### src/rtl/frequency_counter_gen2.sv
// Gated BCD frequency counter with multiplexed 7-seg display; define FREQ_COUNTER_DEBUG_EN to expose FSM state/edge.
// Latency: edges counted SYNC_STAGES+1 clocks after sampling; display updates on the clock ending LATCH.
// Backpressure: none; ena low freezes FSM, counters and mux while the synchroniser keeps running.
module frequency_counter_gen2 #(
   parameter int DIGITS      = 2,
   parameter int PERIOD_W    = 12,
   parameter int PERIOD_RST  = 1000,
   parameter int SYNC_STAGES = 2,
   parameter int MUX_DIV_W   = 8
) (
   input  logic                clk,
   input  logic                rst_n,
   input  logic                ena,
   input  logic                signal,
   input  logic [PERIOD_W-1:0] period,
   input  logic                load_period,
   output logic [6:0]          seg,
   output logic [DIGITS-1:0]   digit_sel,
   output logic                overflow,
   output logic [1:0]          dbg_state,
   output logic                dbg_edge
);
   typedef enum logic [1:0] {IDLE = 2'd0, GATE = 2'd1, LATCH = 2'd2} state_t;
   localparam int BCD_W = 4 * DIGITS;

   state_t               state_q, state_d;
   logic [SYNC_STAGES-1:0] sync_q;
   logic                 sync_prev, edge_pulse;
   logic [PERIOD_W-1:0]  period_reg, window_q;
   logic                 window_end;
   logic [BCD_W-1:0]     count_q, count_inc, display_reg;
   logic                 all_nines, ovf_flag;
   logic [MUX_DIV_W-1:0] mux_cnt;
   logic [1:0]           dig_idx;
   logic [3:0]           sel_bcd;

   // Synchroniser and compare flop run regardless of ena so no edge is half-seen on resume.
   always_ff @(posedge clk or negedge rst_n) begin
      if (!rst_n) begin
         sync_q     <= '0;
         sync_prev  <= 1'b0;
         edge_pulse <= 1'b0;
      end else begin
         sync_q     <= {sync_q[SYNC_STAGES-2:0], signal};
         sync_prev  <= sync_q[SYNC_STAGES-1];
         edge_pulse <= sync_q[SYNC_STAGES-1] & ~sync_prev;
      end
   end

   always_comb begin : bcd_inc
      logic carry;
      carry     = 1'b1;
      all_nines = 1'b1;
      count_inc = count_q;
      for (int i = 0; i < DIGITS; i++) begin
         if (count_q[4*i +: 4] != 4'd9) all_nines = 1'b0;
         if (carry) begin
            if (count_q[4*i +: 4] == 4'd9) begin
               count_inc[4*i +: 4] = 4'd0;
            end else begin
               count_inc[4*i +: 4] = count_q[4*i +: 4] + 4'd1;
               carry = 1'b0;
            end
         end
      end
   end

   assign window_end = (window_q == period_reg - PERIOD_W'(2));

   always_ff @(posedge clk or negedge rst_n) begin
      if (!rst_n) state_q <= GATE;
      else        state_q <= state_d;
   end

   always_comb begin
      state_d = state_q;
      if (ena) begin
         if (load_period) begin
            state_d = (period >= PERIOD_W'(2)) ? GATE : IDLE;
         end else begin
            case (state_q)
               IDLE:    state_d = IDLE;
               GATE:    if (window_end) state_d = LATCH;
               LATCH:   state_d = GATE;
               default: state_d = GATE;
            endcase
         end
      end
   end

   always_ff @(posedge clk or negedge rst_n) begin
      if (!rst_n) begin
         period_reg  <= PERIOD_W'(PERIOD_RST);
         window_q    <= '0;
         count_q     <= '0;
         ovf_flag    <= 1'b0;
         display_reg <= '0;
         overflow    <= 1'b0;
      end else if (ena) begin
         if (load_period) begin
            period_reg <= period;
            window_q   <= '0;
            count_q    <= '0;
            ovf_flag   <= 1'b0;
         end else if (state_q == GATE) begin
            window_q <= window_q + PERIOD_W'(1);
            if (edge_pulse) begin
               if (all_nines) ovf_flag <= 1'b1;
               else           count_q  <= count_inc;
            end
         end else if (state_q == LATCH) begin
            display_reg <= count_q;
            overflow    <= ovf_flag;
            // An edge landing in LATCH opens the next window's count.
            count_q     <= {{(BCD_W-1){1'b0}}, edge_pulse};
            ovf_flag    <= 1'b0;
            window_q    <= '0;
         end else if (state_q != IDLE) begin
            window_q <= '0;
         end
      end
   end

   always_ff @(posedge clk or negedge rst_n) begin
      if (!rst_n) begin
         mux_cnt <= '0;
         dig_idx <= 2'd0;
      end else if (ena) begin
         mux_cnt <= mux_cnt + MUX_DIV_W'(1);
         if (&mux_cnt) dig_idx <= (dig_idx == 2'(DIGITS-1)) ? 2'd0 : dig_idx + 2'd1;
      end
   end

   always_comb begin
      digit_sel = '0;
      sel_bcd   = 4'd0;
      for (int i = 0; i < DIGITS; i++) begin
         if (dig_idx == 2'(i)) begin
            digit_sel[i] = 1'b1;
            sel_bcd      = display_reg[4*i +: 4];
         end
      end
   end

   always_comb begin
      case (sel_bcd)
         4'd0:    seg = 7'h3F;
         4'd1:    seg = 7'h06;
         4'd2:    seg = 7'h5B;
         4'd3:    seg = 7'h4F;
         4'd4:    seg = 7'h66;
         4'd5:    seg = 7'h6D;
         4'd6:    seg = 7'h7D;
         4'd7:    seg = 7'h07;
         4'd8:    seg = 7'h7F;
         4'd9:    seg = 7'h6F;
         default: seg = 7'h00;
      endcase
      if (overflow) seg = 7'h40;
   end

`ifdef FREQ_COUNTER_DEBUG_EN
   assign dbg_state = state_q;
   assign dbg_edge  = edge_pulse;
`else
   assign dbg_state = 2'b00;
   assign dbg_edge  = 1'b0;
`endif

endmodule

### config.mk
export PLATFORM = sky130hd
export DESIGN_NAME = frequency_counter_gen2
export DESIGN_NICKNAME = d
export VERILOG_FILES = /design/src/rtl/frequency_counter_gen2.sv
export SDC_FILE = /design/constraint.sdc
export NUM_CORES = 1
export LEC_CHECK = 0
export CAP_MARGIN = 30
export CORE_MARGIN = 3
export CORE_UTILIZATION = 32
export DETAILED_ROUTE_END_ITERATION = 7
export PLACE_DENSITY = 0.52
export SYNTH_ARGS = -nofsm -noshare
export SYNTH_HDL_FRONTEND = slang
export SYNTH_SLANG_ARGS = --single-unit
### constraint.sdc
create_clock -name clk -period 2.7 [get_ports clk]
set_input_delay 0.54 -clock clk [delete_from_list [all_inputs] [get_ports clk]]
set_output_delay 0.54 -clock clk [all_outputs]
set_load 0.005 [all_outputs]
* Yosys cells after proc, flatten, opt, wreduce, memory -nomap -nowiden
Memories as Yosys holds them, arrays and structs flattened.
Cells that the tools add are included.
** Word-level totals
- Output and inout bits :: 13
- Memories :: 1
- Register bits :: 58
- Memory bits (read-only) :: 112
- Input bits :: 17
** Cells by class
- Reductions and logical operators :: 13
- Multiplexer cells :: 30
- Bitwise operators :: 4
- Magnitude comparators :: 1
- Equal/unequal tests :: 13
- Add/sub/neg operators :: 6
** Memory list
- (no name shown) :: words 16, bits a word 7, read ports 1, clocked after Yosys merged registers in 0, write ports 0, line 146 : case (sel_bcd)
** Operators by type and width (number)
- 2-to-1 mux 12 bit :: 4
- 2-to-1 mux 8 bit :: 5
- 2-to-1 mux 4 bit :: 5
- != test 3 bit (second input constant) :: 5
- adder 12 x 1 -> 12 bit (second input constant) :: 1
- equality test 12 bit :: 1
- >= comparator 12 x 2 -> 1 bit (second input constant) :: 1
- AND reduction 4 bit :: 3
- subtractor 12 x 2 -> 12 bit (second input constant) :: 1
- 2-to-1 mux 1 bit :: 11
- AND reduction 9 bit :: 1
- adder 4 x 1 -> 4 bit (second input constant) :: 2
- adder 8 x 1 -> 8 bit (second input constant) :: 1
- equality test 4 bit (second input constant) :: 2
- != test 4 bit (second input constant) :: 2
- 2-to-1 mux 7 bit :: 1
- 2-to-1 mux 2 bit :: 3
- AND reduction 2 bit :: 3
- AND reduction 5 bit :: 1
- equality test 2 x 1 -> 1 bit (second input constant) :: 2
- logical NOT 2 bit :: 2
- case mux 2 bit (2 select lines) :: 1
- nonzero test 4 bit :: 1
- NOT 1 bit :: 3
- other kinds (5) :: 5

* Logic depth before layout (Yosys ltp)
Gate-level depths: netlist of run 1.
- Word-level depth :: 7
- Mapped depth :: 10
- Depth with buffers taken out :: 8

* Worst setup path before layout of run 1
No wires, ideal clock.
- Path kind :: reg2out
- Start :: register dig_idx[0]
- End :: output seg[0]
- Arrival :: 1.736 ns
- Required time :: 2.160 ns
- Cell stages (with the launch flop) :: 8
- Path buffers :: 2
- Setup slack :: 0.424 ns
- Path through :: dfrtp_1 -> buf_2 -> mux2i_1 -> or2_2 -> clkbuf_1 -> ha_1 -> or3_1 -> a21oi_1
** On the way
- Word-level cells in the longest chain between the ends :: 5
** Ends and longest elaborated chain
- from (decl) :: line 34 : logic [1:0] dig_idx;
- from (signal assigned) :: line 130 : if (&mux_cnt) dig_idx <= (dig_idx == 2'(DIGITS-1)) ? 2'd0 : dig_idx + 2'd1;
- logical NOT 2 bit :: line 138 : if (dig_idx == 2'(i)) begin
- 2-to-1 mux 4 bit :: line 138
- 2-to-1 mux 4 bit (*) :: line 138
- memory (16 x 7 bit) (*)
- 2-to-1 mux 7 bit (*) :: line 159 : if (overflow) seg = 7'h40;
- to (decl) :: line 17 : output logic [6:0] seg,
Mark *: on every way between the ends. The rest lies on a longest branch, timed or not.

* Worst setup path in the final report of run 1
Same ends and word-level chain as after synthesis.

==> out/metrics.cfg, run 1 <==
[routing]
ant_nets = 0
via_per_inst = 4.73
vias = 2260
wl_mm = 6.17
dr.pass1.iters = 4
first_iter_violations = 48
drc = 0
routedWlPerCell_um = 12.9

[timing]
worst_pin_slew_ns = 0.658
rsz0062_at_grt = yes
clock.fmax_mhz = 378
finalSetupViolCount = 0
max_slew_margin = 0.562
slew_violations = 0
skew_ns = 0.00759
post-route-min-period_ns = 2.64
hold_viol_final = 0
finalCritPeriodShare = 0.979

[pwr]
p_per_area_nw_per_um2 = 578
vdd_drop_max_uv = 226
total_leakage_power_uw = 0.00166
p_total_uw = 2230

[floorplanning]
die_w_um = 106
io_pins = 30
die_area_sq_um = 11300
die_height_um = 106
row_count = 35
core_sq_um = 9500
start_util = 0.339

[synthesis]
netlist_instances = 308
seq_area_frac_synth = 0.454
synth.area.top_cells = dfrtp_1 (40%), mux2_2 (8.1%), dfstp_2 (5.7%)
synth_cell_types = 55
synth_warnings = 0
async_flop_share = 1.00
synth-edff-count = 0
syn-mean-instance-area_sq_um = 10.4
yosys.area.top_type = dfrtp_1
synth-seq-cells = 58
syn-cell-area_sq_um = 3220
synthDominantCellAreaShare = 0.397
ys_dominant_reg_cell = dfrtp_1

[setup_path]
cp.arrival_ns = 2.10
startpoint_type = register
worstPathMaxFanout = 5
criticalPathCategory = reg -> out
crit_path_end_kind = output pin
rrSetupSlack_ns = 0.71
required_ns = 2.16
ff2ff_path_depth = 8

[final_layout]
post-route-util = 0.406
multiInputGateArea_sq_um = 1660
drive_gt1_frac = 0.232
insertedDiodeCount = 0
final_nets = 374
final_cell_mix = dfrtp_1 (50), nor2_1 (27), mux2_2 (23)
layout_commonest_cell = dfrtp_1
fill_cells = 931
regArea_sq_um = 1460
synthToLayoutAreaGrowth_pct = 19.8

[outcome]
status = complete, no violations

[clock_network]
clock_path_buffers = 2
cts-root-buf = clkbuf_8
insertion_delay_ns = 0.33
cts_sinks = 58
cts_buffers = 9
htree_levels = 3
cts_tree = yes
clkTransAtPathRegs_ns = 0.06

[placement]
hpwl_mm = 4.59
portBuffers = 26
place_congestion = 0.789

[flow_run]
maxCapViolCount = 0

[global_routing]
grt_pass1_vias = 2253
grt_max_degree = 32
grt_antenna_before_repair = 0
grt_overflow = 0
track_usage = 0.119
grt_pass1_wl_mm = 10.9

[hold_path]
hp-class = in -> async

timing repair:
item,4_1_cts,5_1_grt
endpoints found under the setup margin,7,6
resized for setup,13,15
hold buffers,0,0
pin swaps,0,4
buffers inserted,2,2
synth_stat cells (3+ instances only):
cell type,instances
nor3_1,3
nand2_1,22
nor2_1,29
nor3_2,3
inv_1,11
nand3b_1,3
nand3_1,11
dfrtp_1,51
a21oi_1,9
mux2_2,23
nand4b_1,3
and3b_1,4
clkbuf_1,3
xnor2_1,21
and3_1,5
nor2b_1,4
ha_1,13
xor2_1,14
dfstp_2,7
o21ai_0,11
nand4_1,5
mux2i_1,4
buf_4,3
buf_2,6
buf_1,3
cells by family after synthesis:
logic type               after synthesis  synth area share
AND/OR/NAND/NOR                      107             0.182
multiplexers                          28            0.0965
AO/OA/AOI/OAI                         39            0.0805
other                                  1           0.00117
XOR/XNOR                              35            0.0953
flip-flops                            58             0.454
adder cells (fa/ha/maj)               13            0.0506
buffers and inverters                 27            0.0397
per-layer routing:
metal | share of wire | global-route usage
met1 | 0.50 | 0.164
met2 | 0.45 | 0.181
met3 | 0.034 | 0.0267
met4 | 0.015 | 0.0472
met5 | 0 | 0
metrics by stage:
| step | hold slack, ns | setup TNS, ns | worst slack [ns] | std cells | area [sq um] |
|---|---|---|---|---|---|
| final | 0.242 | 0 | 0.0556 | 478 | 3850 |
| after global routing | 0.291 | -0.0461 | -0.0461 | 478 | 3850 |
| after CTS | 0.254 | 0 | 0.0559 | 476 | 3840 |
| after detailed placement | 0.349 | 0 | 0.0473 | 458 | 3630 |
| after global placement | 0.337 | 0 | 0.0836 | 458 | 3630 |
| after floorplan | 0.244 | 0 | 0.424 | 310 | 3220 |
worst paths after layout:
| path | start | endpoint |
|---|---|---|
| setup / recovery | dig_idx[0]$_DFFE_PN0P_ | seg[0] |
| hold / removal | rst_n | window_q[7]$_DFFE_PN0P_ |
| setup reg to reg | period_reg[1]$_DFFE_PN0P_ | state_q[1]$_DFFE_PN0P_ |
| min in group clk | sync_q[0]$_DFF_PN0_ | sync_q[1]$_DFF_PN0_ |
| hold reg to reg | sync_q[0]$_DFF_PN0_ | sync_q[1]$_DFF_PN0_ |
| max in group asynchronous | rst_n | period_reg[3]$_DFFE_PN1P_ |
cell type report:
cell class / instances / share of cell area
inverters: 11 / 0.0107
multi-input cells: 225 / 0.431
clock inverters: 6 / 0.0149
well taps: 129 / 0.0419
flip-flops and latches: 58 / 0.379
repair buffers: 39 / 0.0890
clock buffers: 10 / 0.0331
worst max-delay path: stages (launching register included):
cell and delay [ns]:
dfrtp_2 0.44, mux2i_2 0.16, or2_4 0.28, ha_1 0.17, or3_1 0.36, a21oi_1 0.14
clkdlybuf4s15_1 0.21
power by group:
group          internal [uW]  switching (uW)  total, uW
Combinational            193             157        351
Clock                    419             338        757
Sequential               995             125       1120
Total                   1610             620       2230
No activity file was read; power rests on OpenSTA's default activity.
==> run 2: changes to the inputs <==
--- a/config.mk
+++ b/config.mk
@@ -9,7 +9,8 @@
 export CORE_MARGIN = 3
 export CORE_UTILIZATION = 32
 export DETAILED_ROUTE_END_ITERATION = 7
-export PLACE_DENSITY = 0.52
+export GPL_ROUTABILITY_DRIVEN = 0
+export PLACE_DENSITY = 0.49
 export SYNTH_ARGS = -nofsm -noshare
 export SYNTH_HDL_FRONTEND = slang
 export SYNTH_SLANG_ARGS = --single-unit
==> out/metrics.cfg, run 2 (synthesized netlist as in run 1, its figures left out) <==
[clock_network]
cts_buffers = 9  ; unchanged
cts-root-buf = clkbuf_8  ; unchanged
insertion_delay_ns = 0.33  ; about the same
clkTransAtPathRegs_ns = 0.06  ; about the same
htree_levels = 3  ; unchanged
cts_sinks = 58  ; unchanged
cts_tree = yes  ; unchanged
clock_path_buffers = 2  ; unchanged

[global_routing]
grt_pass1_wl_mm = 10.9  ; about the same
track_usage = 0.121  ; was 0.119
grt_max_degree = 32  ; unchanged
grt_antenna_before_repair = 0  ; unchanged
grt_pass1_vias = 2239  ; was 2253
grt_overflow = 0  ; unchanged

[pwr]
vdd_drop_max_uv = 288  ; was 226 uV
p_total_uw = 2200  ; was 2230 uW
switchingPower_uw = 606  ; was 620 uW
netSwitchingFraction = 0.275  ; was 0.278
p_seq_frac = 0.509  ; was 0.503
p_per_area_nw_per_um2 = 560  ; was 578 nW/um^2
total_leakage_power_uw = 0.00171  ; was 0.00166 uW
clkPwrFrac = 0.330  ; was 0.340
power.internal_uw = 1600  ; was 1610 uW
combPwrFrac = 0.161  ; was 0.157

[final_layout]
final_cell_mix = dfrtp_1 (50), nor2_1 (26), mux2_2 (23)  ; was dfrtp_1 (50), nor2_1 (27), mux2_2 (23)
insertedDiodeCount = 0  ; unchanged
final_cells = 484  ; was 478
final_nets = 380  ; was 374
drive_gt1_frac = 0.242  ; was 0.232
fill_cells = 975  ; was 931
synthToLayoutAreaGrowth_pct = 22.2  ; was 19.8%
layout_commonest_cell = dfrtp_1  ; unchanged

[placement]
hpwl_mm = 4.65  ; was 4.59 mm
post-place-ws_ns = 0.0652  ; was 0.0473 ns
dp_cells = 459  ; was 458
portBuffers = 26  ; unchanged

[hold_path]
hp-class = in -> async  ; unchanged

[routing]
dr.pass1.iters = 4  ; unchanged
first_iter_violations = 58  ; was 48
wl_mm = 6.40  ; was 6.17 mm
ant_nets = 0  ; unchanged
via_per_inst = 4.78  ; was 4.73
routedWlPerCell_um = 13.2  ; was 12.9 um
drc = 0  ; unchanged
vias = 2315  ; was 2260

[floorplanning]
die_height_um = 106  ; unchanged
die_area_sq_um = 11300  ; unchanged
start_util = 0.339  ; unchanged
die_w_um = 106  ; unchanged
row_count = 35  ; unchanged
io_pins = 30  ; unchanged
core_sq_um = 9500  ; unchanged

[timing]
worst_pin_slew_ns = 0.647  ; was 0.658 ns
setup_ws_ns = 0.113  ; was 0.0556 ns
finalSetupViolCount = 0  ; unchanged
slew_violations = 0  ; unchanged
skew_ns = 0.00506  ; was 0.00759 ns
finalCritPeriodShare = 0.958  ; was 0.979
post-route-min-period_ns = 2.59  ; was 2.64 ns
whs_ns = 0.231  ; was 0.242 ns
max_slew_margin = 0.568  ; was 0.562
clock.fmax_mhz = 386  ; was 378 MHz
hold_viol_final = 0  ; unchanged

[setup_path]
path_buf_inv = 2  ; was 1
criticalPathCategory = reg -> out  ; unchanged
critPathTopFamily = flip-flops  ; was simple AND/OR/NAND/NOR gates
startpoint_type = register  ; unchanged
crit_path_end_kind = output pin  ; unchanged
reg2reg_from = period_reg[1]$_DFFE_PN0P_  ; unchanged
slowest_stage = dfrtp_2  ; unchanged
cpPeakStageDelay_ns = 0.41  ; was 0.44 ns
required_ns = 2.16  ; about the same
worstPathMaxFanout = 4  ; was 5
startpoint = dig_idx[0]$_DFFE_PN0P_  ; unchanged
crit_chain = mux2i_2 > nor2_2 > buf_4 > ha_1 > o21ai_0 > nand2_1 > a21oi_1 > dlygate4sd2_1  ; was mux2i_2 > or2_4 > ha_1 > or3_1 > a21oi_1 > clkdlybuf4s15_1
cp.arrival_ns = 2.05  ; was 2.10 ns

[flow_run]
maxCapViolCount = 0  ; unchanged

[outcome]
status = complete, no violations  ; unchanged

[run 2: changes by cell type in the layout (fill, tap and decap cells not counted), sizes merged]
cell	delta
buf	+7
clkinv	-2
dlygate4sd2	+2
bufinv	-1
clkbuf	+1
clkdlybuf4s15	-1
clkinvlp	-1
dlymetal6s2s	+1
[run 2: cell type report]
type / instances / area, sq um / share of cell area
multi-input combinational: 225 / 1680 / 0.428
sequential: 58 / 1460 / 0.372
timing repair buffer: 45 / 402 / 0.102
clock buffer: 14 / 173 / 0.0439
tap: 129 / 161 / 0.0411
inverter: 11 / 41.3 / 0.0105
clock inverter: 2 / 10.0 / 0.00255
[run 2: worst register-to-register path, cell delays in order (launching register included)]
cell       delay, ns
dfrtp_1         0.41
inv_1           0.07
ha_1            0.17
nor2b_1         0.37
nand3b_1        0.14
xnor2_1         0.19
nand4_1         0.11
nor3_1          0.31
o2bb2ai_1       0.15
[run 2: what timing repair did]
action,CTS,global route
hold buffers,0,0
endpoints found under the setup margin,7,5
pin swaps,4,6
cloned,0,0
resized for setup,16,11
setup buffers,3,6
[run 2: layer usage]
layer | wire length, um | up-vias | global-route usage | share of wire
met2 | 2760 | 30 | 0.174 | 0.43
met5 | 0 | - | 0 | 0
li1 | - | 1144 | - | -
met3 | 202 | 7 | 0.0389 | 0.032
met1 | 3360 | 1134 | 0.171 | 0.53
met4 | 74 | 0 | 0.0444 | 0.012
[run 2: final timing paths]
path	end	slack, ns	depth (start not counted)
min in group clk	sync_q[1]$_DFF_PN0_	0.35	0
max in group asynchronous	state_q[0]$_DFFE_PN1P_	1.80	2
worst min-delay path	period_reg[4]$_DFFE_PN0P_	0.23	1
worst min register to register	sync_q[1]$_DFF_PN0_	0.35	0
worst max-delay path	seg[3]	0.11	8
worst max register to register	state_q[1]$_DFFE_PN0P_	0.70	8
[run 2: stage by stage]
| stage | util | setup TNS, ns | instance area (sq um) |
|---|---|---|---|
| 2_1_floorplan | - | 0 | 3220 |
| 3_3_place_gp | 0.383 | 0 | 3640 |
| 3_5_place_dp | 0.383 | 0 | 3640 |
| 4_1_cts | 0.407 | -0.0402 | 3870 |
| 5_1_grt | 0.414 | -0.0384 | 3930 |
| 6_report | 0.414 | 0 | 3930 |
[run 2: power by group through the flow]
stage	logic, uW	registers (uW)	clock network, uW
after CTS	361	1120	765
final	354	1120	727
after detailed placement	361	1140	0
after floorplan	264	1100	0
after global routing	404	1140	807
after global placement	354	1130	0
